==> src/rtl/reg_scan_pkg.sv <==
// Shared constants and FSM encoding for the register-file scan reader.
//   DATA_W   : register width
//   ADDR_W   : register address width
//   NUM_REGS : registers in the file (2**ADDR_W)
//   state_e  : scan FSM states, using the legacy 3-bit encodings
package reg_scan_pkg;

  localparam int DATA_W   = 32;
  localparam int ADDR_W   = 3;
  localparam int NUM_REGS = 8;

  localparam logic [2:0] ST_IDLE   = 3'd0;
  localparam logic [2:0] ST_FETCH  = 3'd1;
  localparam logic [2:0] ST_DRAIN0 = 3'd2;
  localparam logic [2:0] ST_DRAIN1 = 3'd3;
  localparam logic [2:0] ST_FIN    = 3'd4;

  typedef enum logic [2:0] {
    IDLE   = ST_IDLE,
    FETCH  = ST_FETCH,
    DRAIN0 = ST_DRAIN0,
    DRAIN1 = ST_DRAIN1,
    FIN    = ST_FIN
  } state_e;

endpackage

==> src/rtl/reg_scan_reader_if.sv <==
// Valid/ready stream carrying one {address, data} register word per handshake.
//   out_valid : word valid (master -> slave)
//   out_ready : downstream accepts (slave -> master)
//   out_addr  : register index of the word
//   out_data  : register contents
interface reg_scan_reader_if #(
  parameter int ADDR_W = reg_scan_pkg::ADDR_W,
  parameter int DATA_W = reg_scan_pkg::DATA_W
) ();

  logic              out_valid;
  logic              out_ready;
  logic [ADDR_W-1:0] out_addr;
  logic [DATA_W-1:0] out_data;

  modport master (
    output out_valid,
    output out_addr,
    output out_data,
    input  out_ready
  );

  modport slave (
    input  out_valid,
    input  out_addr,
    input  out_data,
    output out_ready
  );

endinterface

==> src/rtl/reg_scan_reader.sv <==
// Sequential read-side master for the register file. On start it walks a
// contiguous, wrapping range of registers two at a time through read ports
// 1 and 2 and emits each register as an {address, data} stream word.
//   clk, rst_n            : clock, asynchronous active-low reset
//   start                 : begin a scan (honoured only when idle)
//   first_reg, count      : scan range, sampled with start (count clamps)
//   read_reg1/2           : register file read addresses (held outside FETCH)
//   read_data1/2          : register file read data (combinational)
//   stream                : {out_addr, out_data} valid/ready word stream
//   busy                  : scan in progress
//   done                  : one-cycle pulse at scan end
module reg_scan_reader #(
  parameter int DATA_W   = reg_scan_pkg::DATA_W,
  parameter int ADDR_W   = reg_scan_pkg::ADDR_W,
  parameter int NUM_REGS = reg_scan_pkg::NUM_REGS
) (
  input  logic              clk,
  input  logic              rst_n,
  input  logic              start,
  input  logic [ADDR_W-1:0] first_reg,
  input  logic [ADDR_W:0]   count,
  output logic [ADDR_W-1:0] read_reg1,
  output logic [ADDR_W-1:0] read_reg2,
  input  logic [DATA_W-1:0] read_data1,
  input  logic [DATA_W-1:0] read_data2,
  reg_scan_reader_if.master stream,
  output logic              busy,
  output logic              done
);

  import reg_scan_pkg::*;

  localparam logic [ADDR_W:0] MAX_REM = (ADDR_W+1)'(NUM_REGS);
  localparam logic [ADDR_W:0] REM_ONE = (ADDR_W+1)'(1);
  localparam logic [ADDR_W:0] REM_TWO = (ADDR_W+1)'(2);

  state_e            state;
  logic [ADDR_W-1:0] cur;
  logic [ADDR_W:0]   rem;
  logic [DATA_W-1:0] b0;
  logic [DATA_W-1:0] b1;
  logic [ADDR_W:0]   count_clamped;
  logic              handshake;

  assign count_clamped = (count > MAX_REM) ? MAX_REM : count;
  assign handshake     = stream.out_valid && stream.out_ready;

  always_ff @(posedge clk or negedge rst_n) begin
    if (!rst_n) begin
      state     <= IDLE;
      cur       <= '0;
      rem       <= '0;
      b0        <= '0;
      b1        <= '0;
      read_reg1 <= '0;
      read_reg2 <= '0;
    end else begin
      case (state)
        IDLE: begin
          if (start) begin
            cur <= first_reg;
            rem <= count_clamped;
            if (count_clamped == '0) begin
              state <= FIN;
            end else begin
              // Read addresses are loaded on entry so they are valid
              // throughout the FETCH cycle itself.
              read_reg1 <= first_reg;
              read_reg2 <= first_reg + ADDR_W'(1);
              state     <= FETCH;
            end
          end
        end
        FETCH: begin
          b0    <= read_data1;
          b1    <= read_data2;
          state <= DRAIN0;
        end
        DRAIN0: begin
          if (handshake) begin
            if (rem == REM_ONE) begin
              rem   <= '0;
              state <= FIN;
            end else begin
              state <= DRAIN1;
            end
          end
        end
        DRAIN1: begin
          if (handshake) begin
            cur <= cur + ADDR_W'(2);
            rem <= rem - REM_TWO;
            if (rem == REM_TWO) begin
              state <= FIN;
            end else begin
              read_reg1 <= cur + ADDR_W'(2);
              read_reg2 <= cur + ADDR_W'(3);
              state     <= FETCH;
            end
          end
        end
        FIN: begin
          state <= IDLE;
        end
        default: begin
          state <= IDLE;
        end
      endcase
    end
  end

  // Stream word is decoded from state and the pair buffer rather than kept
  // in separate registers; it is therefore stable for as long as the FSM
  // waits in a DRAIN state, and reads 0 straight out of reset.
  assign stream.out_valid = (state == DRAIN0) || (state == DRAIN1);
  assign stream.out_addr  = (state == DRAIN1) ? cur + ADDR_W'(1) : cur;
  assign stream.out_data  = (state == DRAIN1) ? b1 : b0;

  assign busy = (state != IDLE) && (state != FIN);
  assign done = (state == FIN);

endmodule

==> src/flat_wrapper.sv <==
// flat-port wrapper written by rule: the top's interface ports become plain ports
module reg_scan_reader_flat import reg_scan_pkg::*;
#(
  parameter int DATA_W   = reg_scan_pkg::DATA_W,
  parameter int ADDR_W   = reg_scan_pkg::ADDR_W,
  parameter int NUM_REGS = reg_scan_pkg::NUM_REGS
)
  (clk, rst_n, start, first_reg, count, read_reg1, read_reg2, read_data1, read_data2, busy, done, stream_out_valid, stream_out_addr, stream_out_data, stream_out_ready);
  reg_scan_reader_if #(.ADDR_W(ADDR_W), .DATA_W(DATA_W)) stream_i ();
  input  logic clk;
  input  logic rst_n;
  input  logic start;
  input  logic [ADDR_W-1:0] first_reg;
  input  logic [ADDR_W:0] count;
  output logic [ADDR_W-1:0] read_reg1;
  output logic [ADDR_W-1:0] read_reg2;
  input  logic [DATA_W-1:0] read_data1;
  input  logic [DATA_W-1:0] read_data2;
  output logic busy;
  output logic done;
  output wire logic [$bits(stream_i.out_valid)-1:0] stream_out_valid;
  output wire logic [$bits(stream_i.out_addr)-1:0] stream_out_addr;
  output wire logic [$bits(stream_i.out_data)-1:0] stream_out_data;
  input wire logic [$bits(stream_i.out_ready)-1:0] stream_out_ready;
  assign stream_out_valid = stream_i.out_valid;
  assign stream_out_addr = stream_i.out_addr;
  assign stream_out_data = stream_i.out_data;
  assign stream_i.out_ready = stream_out_ready;
  reg_scan_reader #(.DATA_W(DATA_W), .ADDR_W(ADDR_W), .NUM_REGS(NUM_REGS)) u_core (.clk(clk), .rst_n(rst_n), .start(start), .first_reg(first_reg), .count(count), .read_reg1(read_reg1), .read_reg2(read_reg2), .read_data1(read_data1), .read_data2(read_data2), .stream(stream_i), .busy(busy), .done(done));
endmodule
==> config.mk <==
export PLATFORM = sky130hd
export DESIGN_NAME = reg_scan_reader_flat
export DESIGN_NICKNAME = d
export VERILOG_FILES = /design/src/rtl/reg_scan_pkg.sv /design/src/rtl/reg_scan_reader_if.sv /design/src/rtl/reg_scan_reader.sv /design/src/flat_wrapper.sv
export SDC_FILE = /design/constraint.sdc
export NUM_CORES = 1
export LEC_CHECK = 0
export CAP_MARGIN = 20
export CORE_UTILIZATION = 42
export DETAILED_ROUTE_END_ITERATION = 16
export HOLD_SLACK_MARGIN = 0.05
export PLACE_DENSITY = 0.76
export SLEW_MARGIN = 15
export SYNTH_ARGS = -nofsm -noshare
export SYNTH_HDL_FRONTEND = slang
export SYNTH_SLANG_ARGS = --single-unit
==> constraint.sdc <==
create_clock -name clk -period 1.8 [get_ports clk]
set_input_delay 0.36 -clock clk [delete_from_list [all_inputs] [get_ports clk]]
set_output_delay 0.36 -clock clk [all_outputs]
set_load 0.01 [all_outputs]
Word-level counts from Yosys, hierarchy flattened --
Index checks and enable logic that the tools add are counted. W data, S select, Z words.
Word-level totals: bits in registers 80, bits in latches 0, bits in writable memories 0, memory bits (read-only) 0, output and inout port bits 44, logic and storage cells 66, memories 0
Cells by class: $add $sub $neg 5, $mul 0, div/mod/pow operators 0, order comparisons 1, eq/ne operators 13, shift operators 0, mux-type cells 28, bitwise gates (word level) 0, reductions and logical operators 12
Operators with widths (number):
- $mux W3 | 17
- $mux W32 | 1
- $mux W4 | 5
- $pmux W3 S2 | 3
- $pmux W3 S4 | 1
- $pmux W4 S3 | 1
- $reduce_and A5 Y1 | 2
- $add A3 B1 Y3 const B | 2
- $add A3 B2 Y3 const B | 2
- $eq A3 B2 Y1 const B | 2
- $ne A2 B1 Y1 const B | 3
- $ne A2 B2 Y1 const B | 3
- $reduce_and A3 Y1 | 2
- $reduce_bool A3 Y1 | 2
- $eq A4 B1 Y1 const B | 1
- $eq A4 B2 Y1 const B | 1
- $gt A4 B4 Y1 const B | 1
- $logic_not A4 Y1 | 1
- $sub A4 B2 Y4 const B | 1
- $eq A3 B1 Y1 const B | 1
- $eq A3 B3 Y1 const B | 1
- $logic_not A3 Y1 | 1
- $ne A3 B3 Y1 const B | 1
- $logic_and A1 B1 Y1 | 2
- 2 further kinds | 2

Longest topological paths before layout --
depth in word-level cells 6, depth in mapped cells 6

Worst setup path before layout --
No wires, ideal clock.
path type register to output, from reg u_core.state[1], to out stream_out_data[0], arrival 1465 ps, data required time 1440 ps, setup slack -25 ps, stages on the path, launching flop included 7, path buffers 3, cells stage by stage dfrtp_1 buf_2 nand3b_1 buf_2 buf_1 nand2_1 nand2_1
On the way: longest elaborated chain between the ends 2
RTL lines:
- start: declaration | RTL line reg_scan_reader.sv:37 | state_e state;
- start signal: assignment | RTL line reg_scan_reader.sv:50 | state <= IDLE;
- start signal: assignment | RTL line reg_scan_reader.sv:64 | state <= FIN;
- start signal: assignment | RTL line reg_scan_reader.sv:70 | state <= FETCH;
- $eq A3 B2 Y1 | RTL line reg_scan_reader.sv:117 | assign stream.out_data = (state == DRAIN1) ? b1 : b0;
- $mux W32 | RTL line reg_scan_reader.sv:117
- end: declaration | RTL line flat_wrapper.sv:23 | output wire logic [$bits(stream_i.out_data)-1:0] stream_out_data;
No other way between the ends.

Final worst setup path --
from reg u_core.state[0], to out stream_out_data[15]
The elaborated chain is that of the path after synthesis.

==> flow_summary_export.csv <==
group,metric,value,unit
clock_tree,tritoncts,"yes",
yosys,synth_top_area_cell,"dfrtp_1",
yosys,synth_area_per_cell,10.8,um2
yosys,synth_nets,429,
finish,layout-drive-gt1-share,47.0,%
yosys,yosysTopAreaCellShare,53.0,%
yosys,ys_warn_count,0,
timing,rsz0062_at_grt,"yes",
critical_path,required,1.44,ns
power,power_density,1890,mW/mm2
yosys,syn-instance-count,350,
timing,slew_headroom,70.7,%
timing,tns,-7.02,ns
power,clkPwrFrac,10.5,%
finish,antenna_cells,0,
critical_path,crit_family,"buffers and inverters",
timing,max_freq,502,MHz
critical_path,cp_slowest_cell,"dfrtp_1",
clock_tree,cts.sinks,80,
power,seqPwrFrac,28.3,%
timing,hold_viol,0,
critical_path,cp_common_cell,"buf_6",
placed_design,hpwl,6420,um
placed_design,dpl-instance-area,0.00534,mm2
status,status,"complete, but fails checks",
power,combPwrFrac,61.2,%
clock_tree,clk_latency,0.34,ns
route,drt-pass1-iter-count,4,
yosys,ys.flop_type,"dfrtp_1",
critical_path,max_stage_delay,0.43,ns
route,route.vias.total,3286,
critical_path,worstSetupStartpointType,"register",
critical_path,critPathBufInv,4,
power,power.total,11.9,mW
timing,fin_crit_sh,111,%
timing,fin_crit,1.99,ns
hold_path,min_path_type,"register to register",
power,p_sw,4.36,mW
route,vias_per_cell,5.06,
yosys,syn_area,0.00378,mm2
critical_path,path_class,"register to output port",
critical_path,crit_arrival,1.63,ns
floorplan,dieHeight,96.9,um
placed_design,gp_congestion,0.882,
clock_tree,cts_root_buf,"clkbuf_8",
global_route,grt_pass1_vias,3486,
finish,areaGrowthSynthToFinish,66.3,%
global_route,grt_use_total,22.4,%
power,p_sw_share,36.7,%
yosys,synthDistinctLibCells,38,
timing,skew,0.0112,ns
floorplan,ios,119,
critical_path,r2r_slack,-0.17,ns
clock_tree,numCtsBuffers,9,
yosys,synth-edff-count,0,
clock_tree,clock_path_buffers,2,
route,wl_per_cell,16.9,um
finish,design_area,0.00628,mm2
floorplan,rows,34,
clock_tree,clk_pin_slew_worst_paths,0.08,ns
route,drt_iter0_markers,91,
status,violations,"negative setup slack",
route,drt_wl_total,11000,um
placed_design,io_buffers,118,
flow_run,maxCapViolations,0,
clock_tree,htree_num_levels,3,
finish,final_cell_mix,"dfrtp_1, clkdlybuf4s50_1, nand2_1",
power,peakVddDrop,920,uV
floorplan,die_w,96.9,um
finish,final_common_cell,"dfrtp_1",
finish,final.fill_count,611,
timing,tightest_slew,0.439,ns
timing,drv_slew,0,
yosys,ys_top_cells_by_area,"dfrtp_1, mux2_2, nand2_1",
yosys,ys_seq_elements,80,
critical_path,crit_chain,"buf_6 -> nand3b_1 -> buf_6 -> buf_6 -> nand2_2 -> nand2_1 -> buf_2",
global_route,antenna_found_initial,0,
yosys,async_flop_share,100,%
yosys,yosysSeqAreaShare,53.0,%
global_route,grt_max_degree,81,
global_route,grt_pass1_wl,16800,um
route,antenna_left,0,
timing,setup_viol,73,
floorplan,start_util,43.3,%
route,route.detailed.drc,0,
power,internal_power,7.53,mW
finish,nets,615,
finish,fin_util,72.0,%
floorplan,coreArea,0.00872,mm2
floorplan,die-area,0.00938,mm2
global_route,overflow,0,
critical_path,path_max_fanout,4,
critical_path,cp-end-kind,"output port",
power,p_leak,2.90,nW
timing,fin_ws,-0.191,ns
## cells in the mapped netlist (5+ instances only)
cell and instances:
o21ai_0 7, dfrtp_1 80, mux2_2 64, nand2_1 108, inv_1 9, buf_2 12, a21oi_1 6, mux2_1 5
buf_1 5, nor2_1 6, mux2i_1 5
## power groups by stage
stage / clock network (mW) / logic (mW) / registers, mW
global placement: 0 / 5.50 / 3.19
global route: 1.34 / 7.80 / 3.48
detailed placement: 0 / 5.62 / 3.26
floorplan: 0 / 3.06 / 3.14
finish: 1.24 / 7.29 / 3.37
CTS: 1.26 / 6.29 / 3.29
## state kept, by name (all words and copies together) (netlist names)
name,count
u_core.cur,3
u_core.b1,32
u_core.read_reg2,3
u_core.rem,4
u_core.state,3
u_core.b0,32
u_core.read_reg1,3
## per-layer routing
| layer | global-route usage (%) | share of wire, % | up-vias |
|---|---|---|---|
| met5 | 0 | 0 | - |
| met4 | 7.12 | 1.3 | 0 |
| met3 | 4.19 | 4.2 | 15 |
| met2 | 39.7 | 53 | 94 |
| met1 | 27.5 | 42 | 1626 |
| li1 | - | - | 1551 |
## final cells by class
type	count	area (um2)	area share [%]
timing repair buffer	193	2000	31.9
sequential	80	2000	31.9
multi-input combinational	243	1930	30.7
clock buffer	12	155	2.47
tap	108	135	2.15
inverter	9	33.8	0.538
clock inverter	4	26.3	0.418
## per-stage QoR
step / std cells / hold slack, ns / worst slack, ns
global route: 649 / 0.531 / -0.287
floorplan: 350 / 0.0644 / 0.0682
finish: 649 / 0.500 / -0.191
detailed placement: 596 / 0.422 / -0.384
global placement: 596 / 0.418 / -0.360
CTS: 643 / 0.494 / -0.167
## worst reg2reg max path, stage by stage, from the launching register on
cell,delay [ns]
dfrtp_1,0.43
buf_4,0.17
or3b_1,0.38
or2_4,0.25
a21oi_4,0.29
mux2_4,0.34
## cells by family after synthesis
family	synth area share [%]
buffers and inverters	3.08
AOI/OAI and AO/OA	4.74
adders and majority gates	1.32
DFF	53.0
muxes	21.9
xor gates and xnor gates	1.16
and+or+nand+nor	14.8
## repair_timing
action                     4_1_cts  5_1_grt
setup buffers                   27        1
setup endpoints to repair       91      112
resized for setup              228       61
hold endpoints to repair         7        0
pin swaps                       57       21
cloned                           5        6
hold buffers                     1        0
## path summary, 6_finish.rpt
path | cells after the start | start | end
worst max-delay path | 7 | u_core.state[0]$_DFFE_PN0P_ | stream_out_data[15]
worst min-delay path | 1 | u_core.b1[1]$_DFFE_PN0N_ | u_core.b1[1]$_DFFE_PN0N_
worst max register to register | 5 | u_core.state[1]$_DFFE_PN0P_ | u_core.read_reg2[0]$_DFFE_PN0P_
worst min register to register | 1 | u_core.b1[1]$_DFFE_PN0N_ | u_core.b1[1]$_DFFE_PN0N_
max in group asynchronous | 3 | rst_n | u_core.b1[1]$_DFFE_PN0N_
min in group asynchronous | 3 | rst_n | u_core.b0[10]$_DFFE_PN0N_
No activity file was read; power rests on OpenSTA's default activity.
